## src/rtl/alu_pipe.sv

```systemverilog
// Two-stage pipelined ALU with zx/nx/zy/ny/f/no control, carry/overflow flags,
// valid/ready handshakes on both sides, tag passthrough and a wrapping op counter.
module alu_pipe #(
   parameter int WIDTH   = 16,
   parameter int TAG_W   = 4,
   parameter int COUNT_W = 16
) (
   input  logic               clk,
   input  logic               rst_n,
   input  logic               in_valid,
   output logic               in_ready,
   input  logic [WIDTH-1:0]   x,
   input  logic [WIDTH-1:0]   y,
   input  logic [5:0]         ctl,
   input  logic [TAG_W-1:0]   tag,
   output logic               out_valid,
   input  logic               out_ready,
   output logic [WIDTH-1:0]   out,
   output logic [TAG_W-1:0]   out_tag,
   output logic               zr,
   output logic               ng,
   output logic               cy,
   output logic               ov,
   output logic [COUNT_W-1:0] op_count
);

   logic               run;
   logic               s1_valid;
   logic [WIDTH-1:0]   s1_x;
   logic [WIDTH-1:0]   s1_y;
   logic               s1_f;
   logic               s1_no;
   logic [TAG_W-1:0]   s1_tag;
   logic               s2_load;
   logic [WIDTH-1:0]   x_z;
   logic [WIDTH-1:0]   y_z;
   logic [WIDTH-1:0]   x_pre;
   logic [WIDTH-1:0]   y_pre;
   logic [WIDTH:0]     sum;
   logic [WIDTH-1:0]   pre_res;
   logic [WIDTH-1:0]   res;
   logic               carry;
   logic               ovf;

   assign x_z   = ctl[5] ? '0 : x;
   assign x_pre = ctl[4] ? ~x_z : x_z;
   assign y_z   = ctl[3] ? '0 : y;
   assign y_pre = ctl[2] ? ~y_z : y_z;

   assign sum     = {1'b0, s1_x} + {1'b0, s1_y};
   assign carry   = s1_f & sum[WIDTH];
   assign ovf     = s1_f & (s1_x[WIDTH-1] == s1_y[WIDTH-1]) & (sum[WIDTH-1] != s1_x[WIDTH-1]);
   assign pre_res = s1_f ? sum[WIDTH-1:0] : (s1_x & s1_y);
   assign res     = s1_no ? ~pre_res : pre_res;

   // run keeps in_ready low until the first edge after reset release
   assign s2_load  = s1_valid & (~out_valid | out_ready);
   assign in_ready = run & (~s1_valid | s2_load);

   always_ff @(posedge clk or negedge rst_n) begin
      if (!rst_n) begin
         run      <= 1'b0;
         s1_valid <= 1'b0;
         s1_x     <= '0;
         s1_y     <= '0;
         s1_f     <= 1'b0;
         s1_no    <= 1'b0;
         s1_tag   <= '0;
      end else begin
         run <= 1'b1;
         if (in_ready) begin
            s1_valid <= in_valid;
            if (in_valid) begin
               s1_x   <= x_pre;
               s1_y   <= y_pre;
               s1_f   <= ctl[1];
               s1_no  <= ctl[0];
               s1_tag <= tag;
            end
         end
      end
   end

   // Output register holds its contents whenever it is not reloaded
   always_ff @(posedge clk or negedge rst_n) begin
      if (!rst_n) begin
         out_valid <= 1'b0;
         out       <= '0;
         out_tag   <= '0;
         zr        <= 1'b0;
         ng        <= 1'b0;
         cy        <= 1'b0;
         ov        <= 1'b0;
      end else if (s2_load) begin
         out_valid <= 1'b1;
         out       <= res;
         out_tag   <= s1_tag;
         zr        <= (res == '0);
         ng        <= res[WIDTH-1];
         cy        <= carry;
         ov        <= ovf;
      end else if (out_ready) begin
         out_valid <= 1'b0;
      end
   end

   always_ff @(posedge clk or negedge rst_n) begin
      if (!rst_n) begin
         op_count <= '0;
      end else if (out_valid & out_ready) begin
         op_count <= op_count + COUNT_W'(1);
      end
   end

endmodule

```

## config.mk

```make
export PLATFORM = sky130hd
export DESIGN_NAME = alu_pipe
export DESIGN_NICKNAME = d
export VERILOG_FILES = /design/src/rtl/alu_pipe.sv
export SDC_FILE = /design/constraint.sdc
export NUM_CORES = 1
export LEC_CHECK = 0
export ABC_AREA = 0
export ABC_CLOCK_PERIOD_IN_PS = 3000
export CORE_AREA = 2 2 114 116
export DETAILED_ROUTE_END_ITERATION = 16
export DIE_AREA = 0 0 116 118
export GPL_TIMING_DRIVEN = 0
export SYNTH_ARGS = -nofsm -noshare
export SYNTH_HDL_FRONTEND = slang
export SYNTH_SLANG_ARGS = --single-unit
```

## constraint.sdc

```tcl
create_clock -name clk -period 3 [get_ports clk]
set_input_delay 0.45 -clock clk [delete_from_list [all_inputs] [get_ports clk]]
set_output_delay 0.45 -clock clk [all_outputs]
set_load 0.005 [all_outputs]
```

After elaboration in Yosys (flattened, before gate mapping)
Index checks and enable logic that the tools add are counted.
Storage, ports and cells
  bits in registers: 81
  output and inout port bits: 42
  input port bits: 46
Cells by class
  reductions and logical operators: 3
  muxes and demuxes: 8
  eq/ne operators: 2
  bitwise logic cells: 14
  add/subtract/negate cells: 2
Operators with widths (count)
  two-way mux 16 bit: 6
  inverter 16 bit: 3
  adder 16 x 16 -> 17 bit: 1
  adder 16 x 1 -> 16 bit (second input constant): 1
  AND 16 bit: 1
  zero test 16 bit: 1
  AND 1 bit: 6
  two-way mux 1 bit: 2
  inverter 1 bit: 2
  OR 1 bit: 2
  AND reduction 2 bit: 1
  nonzero test 2 bit: 1
  equality test 1 bit: 1
  inequality test 1 bit: 1

Longest topological paths before layout
  depth after elaboration: 6
  mapped depth: 10

Least setup slack after synthesis
No wires, ideal clock.
  path type: reg-to-reg
  start: register s1_x[0]
  end: register zr
  setup slack: 47 ps
  setup time: 92 ps
  required time: 2908 ps
  stages on the path, launching flop included: 11
  arrival: 2861 ps
  period minus slack after synthesis: 2953 ps
  cell sequence: dfrtp_1 > ha_1 > fa_1 > a211oi_2 > o21ai_2 > xor2_1 > mux2i_1 > or4b_1 > a2111oi_1 > nand4_1 > o31ai_2
On the way
  longest elaborated chain between the ends: 5
Ends and longest elaborated chain
  start, declared: RTL line 29  | logic [WIDTH-1:0] s1_x;
  start signal, assigned: RTL line 74  | s1_x <= x_pre;
  adder 16 x 16 -> 17 bit or AND 16 bit (tied branches): RTL line 50, 53
  two-way mux 16 bit (*): RTL line 53  | assign pre_res = s1_f ? sum[WIDTH-1:0] : (s1_x & s1_y);
  inverter 16 bit: RTL line 54  | assign res = s1_no ? ~pre_res : pre_res;
  two-way mux 16 bit (*): RTL line 54
  zero test 16 bit (*): RTL line 98  | zr <= (res == '0);
  end signal, assigned: RTL line 98
  end, declared: RTL line 20  | output logic zr,
Every way passes the cells marked *; elsewhere a longest branch is shown, timed or not.
A chain may end at the register's enable or synchronous reset.

Worst setup path in the final report
Same ends and word-level chain as after synthesis.

==> flow_results.org <==
** Outcome
- The flow ran to the end, but the final reports show violations.
- Violated checks :: setup timing

** Worst setup path
- STA puts the critical path data arrival time at 3.32 ns.
- The critical path is of the reg2reg type.
- STA classifies the critical path startpoint as a flip-flop.
- Critical-path maximum fanout :: 3
- STA puts the critical path data required time at 3.25 ns.
- Critical path capture point type :: flip-flop

** Timing
- Slew Viols, Final :: 0
- Final setup skew :: 0.008506 ns
- Total negative setup slack :: -0.1059 ns
- The count of endpoints failing hold in the final timing report came to 0.
- The final critical path takes up 102.5% of the cycle.
- Remaining max-slew budget at the tightest pin :: 53.98%
- Based on the critical path, the design can be clocked at up to 325.1 MHz.
- After layout, the worst setup slack is -0.07587 ns.
- Setup repair after global routing could not meet its margin everywhere.
- Measured slew at the worst slew-check pin :: 0.6903 ns
- Final setup violation count :: 2
- Subtracting the final worst setup slack from the clock period gives 3.076 ns.

** Route
- Wirelength per Cell :: 14.59 um
- Top routing layer used :: met4
- In this run the remaining antenna-violating nets after routing total 0.
- The routed layout has 4047 vias.
- Number of DRC markers in iteration 0 :: 149
- In the detailed route, the total length drawn on met2 is 5461 um.
- DRC viols :: 0
- Detailed routing placed a total of 437 um of wire on met3.
- Routed via count divided by cell count :: 5.052
- After detailed routing, the wire length on met1 is 5612 um.
- Routed wire length :: 11690 um
- Before antenna repair, the detailed router went through 4 iterations.

** Placed design
- Before CTS, the worst setup slack after placement is -0.3690 ns.
- Count of buffers inserted at the top-level ports :: 85
- Global placement routability congestion :: 0.8675
- DP HPWL :: 9085 um

** Power
- Summed over all cells, the static leakage comes to 2.658 nW.
- Total power of the final layout :: 0.004789 W
- IR analysis of the VDD net gives a maximum drop of 278.1 uV.
- For this design the ratio of total power to cell area is 745.6 nW/um^2.

** Global routing
- Total congestion overflow :: 0
- The number of antenna violations at the first check in global routing came to 0.
- Overall track demand over capacity in global routing :: 17.72%
- Maximum number of pins on one net before global-route repair :: 55
- The first global-routing pass estimated 19430 um of wire.
- The number of global-route vias before repair was 4004.

** Floorplan
- Measured along the y axis, the die boundary spans 118 um.
- Std-Cell Rows :: 41
- Overall die area :: 13690 um^2
- Starting Density :: 39.32%
- Core Box Area :: 12410 um^2
- Number of primary I/O pins :: 88
- Width of the die :: 116 um

** Synthesis
- Area share of the largest cell type after synthesis :: 41.02%
- Among all flip-flop cells after synthesis, the most frequent one is sky130_fd_sc_hd__dfrtp_1.
- Biggest area consumer among synthesized cells :: sky130_fd_sc_hd__dfrtp_1
- Average cell area after synthesis :: 9.315 um^2
- Number of synthesized register bits :: 80
- Syn nets :: 588
- Seq/Total Area, Yosys :: 41.02%
- Unique masters post-synth :: 62
- FFs w/ async S/R, synth :: 100.0%
- Synth warn :: 0
- After technology mapping, the gate count stands at 524.
- Summing every instance area after synthesis gives 4881 um^2.
- Dominant cells by area after synthesis :: sky130_fd_sc_hd__dfrtp_1 (41%), sky130_fd_sc_hd__xnor2_1 (9.3%), sky130_fd_sc_hd__nand2_1 (5.8%)
- Counting flops with a built-in enable in the synthesized netlist gives 0.

** Clock tree
- Clock tree synthesis selected as its root buffer the cell sky130_fd_sc_hd__clkbuf_16.
- Post-cts hold buffer count :: 0
- Clock buffer depth :: 2
- CTS tree :: done
- CTS built an H-tree with a depth of 3.
- TritonCTS created 9 clock buffers.
- Clk pin slew, worst setup/hold paths :: 0.06 ns
- Number of sinks handled by clock tree synthesis :: 80
- Clock latency on the worst-skew pair :: 0.34 ns

** Final layout
- Layout cells sized above 1 :: 9.698%
- Fin util :: 51.74%
- Net count of the finished layout :: 688
- Antenna fix cells :: 0
- Area growth from synthesis to final layout :: 31.61%
- Filler Cells Inserted :: 1194

** Hold path
- Worst Hold Class :: in2async

** Flow run
- Max capacitance violation total :: 0
==> Yosys cell counts, drive strengths merged (7+ instances only) <==
| cell type | count |
|---|---|
| nor2 | 24 |
| nand3 | 8 |
| mux2 | 16 |
| o21ai | 51 |
| nor3 | 8 |
| nand2 | 75 |
| a2111oi | 7 |
| ha | 17 |
| clkbuf | 25 |
| xor2 | 14 |
| nor2b | 34 |
| nand4 | 7 |
| xnor2 | 52 |
| dfrtp | 80 |
| a21oi | 18 |
| a21o | 9 |
==> final cells by class <==
cell class	count	area, um^2	area share, %
timing repair buffer	89	898.4	13.99
clock buffer	12	256.5	3.993
clock inverter	4	76.32	1.188
inverter	6	22.52	0.3506
sequential	80	2002	31.16
buffer	31	131.4	2.045
multi-input combinational	407	2821	43.92
tap	172	215.2	3.350
==> repair_timing <==
item / in CTS / in global routing
buffers inserted: 3 / 0
setup endpoints to repair: 3 / 3
gates resized for setup: 12 / 6
pin swaps: 10 / 7
==> per-stage QoR <==
step                      hold slack, ns  cells  area (um^2)
after floorplan                   0.1544    524         4881
after global placement            0.4603    781         5947
after detailed placement          0.3904    782         5972
after CTS                        0.03544    801         6387
after global routing             0.04329    801         6424
final                            0.02759    801         6424
==> registers in the layout, summed over array words and instances (netlist names) <==
register	cells
run	1
out_valid	1
s1_valid	1
op_count	16
zr	1
s1_x	16
s1_tag	4
out_tag	4
ov	1
s1_y	16
s1_no	1
s1_f	1
out	16
cy	1
==> worst max-delay path, cell delays in order (launching register included) <==
cell,delay (ns)
sky130_fd_sc_hd__dfrtp_1,0.43
sky130_fd_sc_hd__ha_4,0.19
sky130_fd_sc_hd__fa_2,0.40
sky130_fd_sc_hd__a211oi_4,0.25
sky130_fd_sc_hd__o21ai_2,0.11
sky130_fd_sc_hd__nor3_2,0.26
sky130_fd_sc_hd__nor3_4,0.09
sky130_fd_sc_hd__or4b_4,0.55
sky130_fd_sc_hd__a2111oi_4,0.33
sky130_fd_sc_hd__nand4_1,0.17
sky130_fd_sc_hd__o31ai_2,0.19
==> final timing paths <==
kind,endpoint,cells after the start,from,slack [ns]
worst max-delay path,zr$_DFFE_PN0P_,10,s1_x[0]$_DFFE_PN0P_,-0.08
worst min-delay path,s1_y[14]$_DFFE_PN0P_,1,rst_n,0.03
worst max register to register,zr$_DFFE_PN0P_,10,s1_x[0]$_DFFE_PN0P_,-0.08
worst min register to register,out[12]$_DFFE_PN0P_,2,out[12]$_DFFE_PN0P_,0.48
max in group asynchronous,out_tag[2]$_DFFE_PN0P_,2,rst_n,2.39
min in group clk,out[12]$_DFFE_PN0P_,2,out[12]$_DFFE_PN0P_,0.48
==> cells in the final DEF, fill, tap and decap left out, types with 2 or more instances in the layout <==
| master | count |
|---|---|
| sky130_fd_sc_hd__buf_4 | 5 |
| sky130_fd_sc_hd__nor2b_1 | 34 |
| sky130_fd_sc_hd__xor2_1 | 14 |
| sky130_fd_sc_hd__or3_1 | 2 |
| sky130_fd_sc_hd__clkbuf_8 | 2 |
| sky130_fd_sc_hd__clkdlybuf4s50_1 | 84 |
| sky130_fd_sc_hd__nor2_1 | 24 |
| sky130_fd_sc_hd__nand2_1 | 75 |
| sky130_fd_sc_hd__o21ai_0 | 49 |
| sky130_fd_sc_hd__dfrtp_1 | 80 |
| sky130_fd_sc_hd__o2bb2ai_1 | 2 |
| sky130_fd_sc_hd__a21o_1 | 9 |
| sky130_fd_sc_hd__and3_1 | 3 |
| sky130_fd_sc_hd__o211ai_1 | 4 |
| sky130_fd_sc_hd__clkbuf_1 | 26 |
| sky130_fd_sc_hd__buf_2 | 3 |
| sky130_fd_sc_hd__a2111oi_0 | 4 |
| sky130_fd_sc_hd__o2111ai_1 | 3 |
| sky130_fd_sc_hd__clkbuf_16 | 9 |
| sky130_fd_sc_hd__a211oi_1 | 2 |
| sky130_fd_sc_hd__a2111oi_2 | 2 |
| sky130_fd_sc_hd__o221ai_1 | 2 |
| sky130_fd_sc_hd__nand3_1 | 8 |
| sky130_fd_sc_hd__inv_1 | 6 |
| sky130_fd_sc_hd__a21oi_1 | 17 |
| sky130_fd_sc_hd__nand4_1 | 7 |
| sky130_fd_sc_hd__nor4_1 | 2 |
| sky130_fd_sc_hd__mux2_2 | 15 |
| sky130_fd_sc_hd__o21a_1 | 4 |
| sky130_fd_sc_hd__nand4b_1 | 3 |
| sky130_fd_sc_hd__o31ai_1 | 2 |
| sky130_fd_sc_hd__mux2i_1 | 4 |
| sky130_fd_sc_hd__nor3b_1 | 2 |
| sky130_fd_sc_hd__nand3b_1 | 2 |
| sky130_fd_sc_hd__bufinv_16 | 2 |
| sky130_fd_sc_hd__ha_1 | 16 |
| sky130_fd_sc_hd__nand2b_1 | 5 |
| sky130_fd_sc_hd__nor3_1 | 6 |
| sky130_fd_sc_hd__xnor2_1 | 52 |
==> cell families after synthesis <==
logic type                 count (synthesis)  share of synthesized area, %
other                                      1                       0.07683
adders and majority gates                 18                         4.768
AOI/OAI and AO/OA                        118                         15.94
muxes                                     21                         4.717
and+or+nand+nor                          183                         18.48
xor gates and xnor gates                  66                         11.84
buffers and inverters                     37                         3.153
DFF                                       80                         41.02
==> metal layers <==
metal / track usage, % / up-vias
li1: - / 2025
met1: 24.48 / 1906
met2: 28.40 / 100
met3: 3.244 / 16
met4: 4.911 / 0
met5: 0 / -
==> where the power goes <==
| part | switching [W] | internal [W] |
|---|---|---|
| logic | 0.000990 | 0.00102 |
| clock network | 0.000430 | 0.000776 |
| registers | 0.000209 | 0.00136 |
| total | 0.00163 | 0.00316 |
Note: power is estimated with default switching activity, not from simulation.
